--- config.mk ---
export PLATFORM = sky130hd
export DESIGN_NAME = pc_sequencer
export DESIGN_NICKNAME = d
export VERILOG_FILES = /design/src/rtl/pc_sequencer.sv
export SDC_FILE = /design/constraint.sdc
export NUM_CORES = 1
export LEC_CHECK = 0
export CAP_MARGIN = 20
export CORE_MARGIN = 2
export CORE_UTILIZATION = 54
export DETAILED_ROUTE_END_ITERATION = 12
export GPL_TIMING_DRIVEN = 0
export PLACE_DENSITY = 0.88
export SLEW_MARGIN = 20
export SYNTH_ARGS = -nofsm -noshare
export SYNTH_HDL_FRONTEND = slang
export SYNTH_SLANG_ARGS = --single-unit
--- constraint.sdc ---
create_clock -name clk -period 5.3 [get_ports clk]
set_clock_uncertainty 0.1 [all_clocks]
set_input_delay 1.06 -clock clk [delete_from_list [all_inputs] [get_ports clk]]
set_output_delay 1.06 -clock clk [all_outputs]
set_load 0.01 [all_outputs]
--- src/rtl/pc_sequencer.sv ---
// pc_sequencer: program-counter controller for the single-issue core.
// Owns the PC register and sequences fetch through IDLE -> RUN -> HALTED.
// It drives the branch-target table address and uses the table's
// same-cycle target, either as an absolute jump or as a two's-complement
// PC-relative offset. It also counts the cycles spent in RUN.
//
// Ports:
//   clk, reset              clock; reset is asynchronous and active-high
//   start                   begin (or restart) execution at PC 0
//   stall                   hold PC this cycle
//   branch_taken, abs_jump  branch request; abs_jump selects absolute or relative
//   lut_idx -> lut_addr     table index passed straight through to the table
//   lut_target              table output for the current lut_addr
//   halt_req                decode saw the halt instruction
//   pc, fetch_valid         current fetch address and its qualifier
//   busy, done              RUN status; done stays high until the next start
//   cycles                  saturating count of RUN cycles since the last start
module pc_sequencer #(
  parameter int D  = 12,
  parameter int LA = 4,
  parameter int CW = 16
) (
  input  logic          clk,
  input  logic          reset,
  input  logic          start,
  input  logic          stall,
  input  logic          branch_taken,
  input  logic          abs_jump,
  input  logic [LA-1:0] lut_idx,
  input  logic          halt_req,
  output logic [LA-1:0] lut_addr,
  input  logic [D-1:0]  lut_target,
  output logic [D-1:0]  pc,
  output logic          fetch_valid,
  output logic          busy,
  output logic          done,
  output logic [CW-1:0] cycles
);

  typedef enum logic [1:0] {IDLE = 2'd0, RUN = 2'd1, HALTED = 2'd2} state_t;

  localparam logic [D-1:0]  PC_ONE  = {{(D-1){1'b0}}, 1'b1};
  localparam logic [CW-1:0] CYC_ONE = {{(CW-1){1'b0}}, 1'b1};
  localparam logic [CW-1:0] CYC_MAX = {CW{1'b1}};

  state_t state, state_nxt;

  assign lut_addr = lut_idx;

  // State register
  always_ff @(posedge clk or posedge reset) begin
    if (reset) state <= IDLE;
    else       state <= state_nxt;
  end

  // Next state. A stall beats halt_req, so a stalled halt stays in RUN.
  always_comb begin
    state_nxt = state;
    case (state)
      IDLE:    if (start) state_nxt = RUN;
      RUN:     if (!stall && halt_req) state_nxt = HALTED;
      HALTED:  if (start) state_nxt = RUN;
      default: state_nxt = IDLE;  // unused encoding recovers
    endcase
  end

  // Output decode
  always_comb begin
    busy        = (state == RUN);
    fetch_valid = (state == RUN) && !stall;
  end

  // PC, cycle counter and done flag
  always_ff @(posedge clk or posedge reset) begin
    if (reset) begin
      pc     <= '0;
      cycles <= '0;
      done   <= 1'b0;
    end else begin
      case (state)
        IDLE, HALTED: begin
          if (start) begin
            pc     <= '0;
            cycles <= '0;
            done   <= 1'b0;
          end
        end
        RUN: begin
          // Counts stalled cycles and the halting cycle as well.
          if (cycles != CYC_MAX) cycles <= cycles + CYC_ONE;
          if (stall) begin
            pc <= pc;
          end else if (halt_req) begin
            done <= 1'b1;  // pc stays on the halt instruction
          end else if (branch_taken) begin
            // Offset is D bits wide, so a plain add with the carry dropped
            // gives the two's-complement result.
            pc <= abs_jump ? lut_target : pc + lut_target;
          end else begin
            pc <= pc + PC_ONE;
          end
        end
        default: ;
      endcase
    end
  end

endmodule

==> qor.csv <==
metric,value,unit
Setup CP Type,primary input to output pin,
Initial Util,55.5,%
startpoint types,primary input,
die height,70.7,µm
area delta synth->final,27.4,%
Pre-Repair DR Iteration Count,4,
DP Worst Slack,1620,ps
via/cell ratio,6.06,
crit path capture type,output pin,
Slew HR,57.7,%
io pins,58,
"critical path fanouts, max",4,
Core Rows,24,
die area,4990,µm²
Max H-tree Level,2,
GRT Total Usage,25.8,%
proportion of layout cells with a drive suffix above 1,6.40,%
vias after detailed routing,2400,
CP arrival,2230,ps
Core Area,4320,µm²
share of the synthesized area in the top cell type,32.3,%
DRC violations left,0,
mapped cell area,2400,µm²
RSZ-0062 raised after global routing,no,
Synth Instances,286,
final cycle utilization of the critical path,64.0,%
Num Clock Sinks,31,
worst skew pair latency,280,ps
setup ws final,1910,ps
average size of a mapped cell,8.39,µm²
M1 wire length,2560,µm
Max-Cap Viols,0,
"Net count, final",382,
input/output buffers,52,
largest net degree at the start of global routing,32,
routed length per placed instance,15.2,µm
ANT nets after route,0,
RePlAce Congestion,0.922,
Root Driver,clkbuf_8,
Slew @ Worst Pin,631,ps
Routed WL,6040,µm
first-iteration detailed-routing DRC count,149,
Design Power,0.00108,W
biggest area consumer among synthesized cells,dfrtp_1,
Min Hold Slack,380,ps
final slew viol count,0,
number of global-route vias before repair,2285,
"Remaining Overflow, GRT",0,
met2 wire len,2960,µm
Final Hold Fails,0,
met3 WL,420,µm
Num CTS Buffers,5,
Synth Register Bits,31,
pwr/cell area,354,nW/µm²
fmax,0.295,GHz
setup bufs post-CTS,0,
Resized cells post-CTS,0,
maximum vdd drop,250,µV
CTS tree,built,
first-pass GRT wire length,10600,µm
final core utilization,70.7,%
Hold Crit Class,flop to flop,
initial antenna violation count,0,
Syn Nets,323,
status,"finished, final reports clean",
Worst Path Required,4140,ps
width of the die,70.7,µm
sequential share of the synthesized area,32.3,%
number of synthesized flops with an enable pin,0,
Leak Pwr,1.27,nW
HPWL Detailed,4570,µm
Top Metal Used,met4,
Setup-failing EPs final,0,
setup tns final,0,ps
Ant. Diodes,0,
"Warnings, synthesis",0,
post-synth cell types,53,
ys async rst share,100,%
clock tree buffer depth,2,
"Reg clk slew, reported paths",60,ps
most used flip-flop cell after synthesis,dfrtp_1,
post-route minimum period,3390,ps
leading post-synthesis cells by cell area,"dfrtp_1 32%, ha_1 6.8%, o21ai_0 6.0%",
hold buffer count at cts,0,
==> flip-flops by register name (all words and copies together) (netlist names) <==
register	flops
state	2
pc	12
cycles	16
done	1
==> per-stage QoR <==
step,cells,cell area (µm²)
floorplan,286,2400
global placement,390,2990
global route,396,3060
finish,396,3060
detailed placement,390,2990
CTS,396,3060
==> cells by family after synthesis <==
kind of cell,count (synthesis),share of synthesized area [%]
AOI/OAI and AO/OA,77,20.7
buffers and inverters,18,3.55
muxes,5,2.19
xor gates and xnor gates,19,6.93
DFF,31,32.3
and+or+nand+nor,122,26.7
adders and majority gates,14,7.61
==> cells in the mapped netlist, drive strengths merged, types with 3 or more instances <==
master	instances
nor4	5
a21oi	13
nor3	7
clkbuf	8
ha	13
o21ai	32
o211ai	4
xor2	9
and3	4
dfrtp	31
a211oi	3
or3	3
xnor2	10
nor2b	6
inv	5
nor2	22
nand2	26
buf	5
nand4	9
nand2b	6
o221ai	3
o31ai	4
a21o	6
mux2i	3
and4	5
nand3	23
==> worst max-delay path, stage by stage <==
cell and delay [ps]:
clkdlybuf4s50_1 500, nor2_1 130, clkdlybuf4s50_1 540
==> final cells by class <==
type | instances | area [µm²]
plain buffers | 13 | 66.3
clock buffers | 6 | 72.6
well taps | 52 | 65.1
inverters | 5 | 18.8
repair buffers | 52 | 520
multi-input cells | 237 | 1540
flip-flops and latches | 31 | 776
fillers | 374 | 1270
==> worst paths after layout <==
kind	from	end	slack (ps)	cells past startpoint
min in group asynchronous	reset	pc[11]	1080	2
min reg2reg	done	done	380	2
max	stall	fetch_valid	1910	3
max reg2reg	pc[0]	pc[8]	2650	8
max in group asynchronous	reset	cycles[6]	3620	2
min	done	done	380	2
==> placed cells by master, fill, tap and decap left out, drive strengths merged, types with 3 or more instances in the layout <==
cell           instances
a211oi                 3
a21o                   6
a21oi                 13
and3                   4
and4                   5
buf                    5
clkbuf                14
clkdlybuf4s50         52
dfrtp                 31
ha                    13
inv                    5
mux2i                  3
nand2                 26
nand2b                 6
nand3                 23
nand4                  9
nor2                  22
nor2b                  6
nor3                   7
nor4                   5
o211ai                 4
o21ai                 32
o221ai                 3
o31ai                  4
or3                    3
xnor2                 10
xor2                   9
==> routing by layer <==
metal	up-vias	track usage, %
met5	-	0
met4	0	9.43
met3	13	4.42
met2	114	43.9
met1	1098	33.2
li1	1175	-
==> report_power, final <==
group | internal, W | total [W] | switching [W]
clock network | 0.0000872 | 0.000166 | 0.0000785
registers | 0.000288 | 0.000366 | 0.0000781
logic | 0.000265 | 0.000550 | 0.000285
Power figures use the tool's default switching activity.
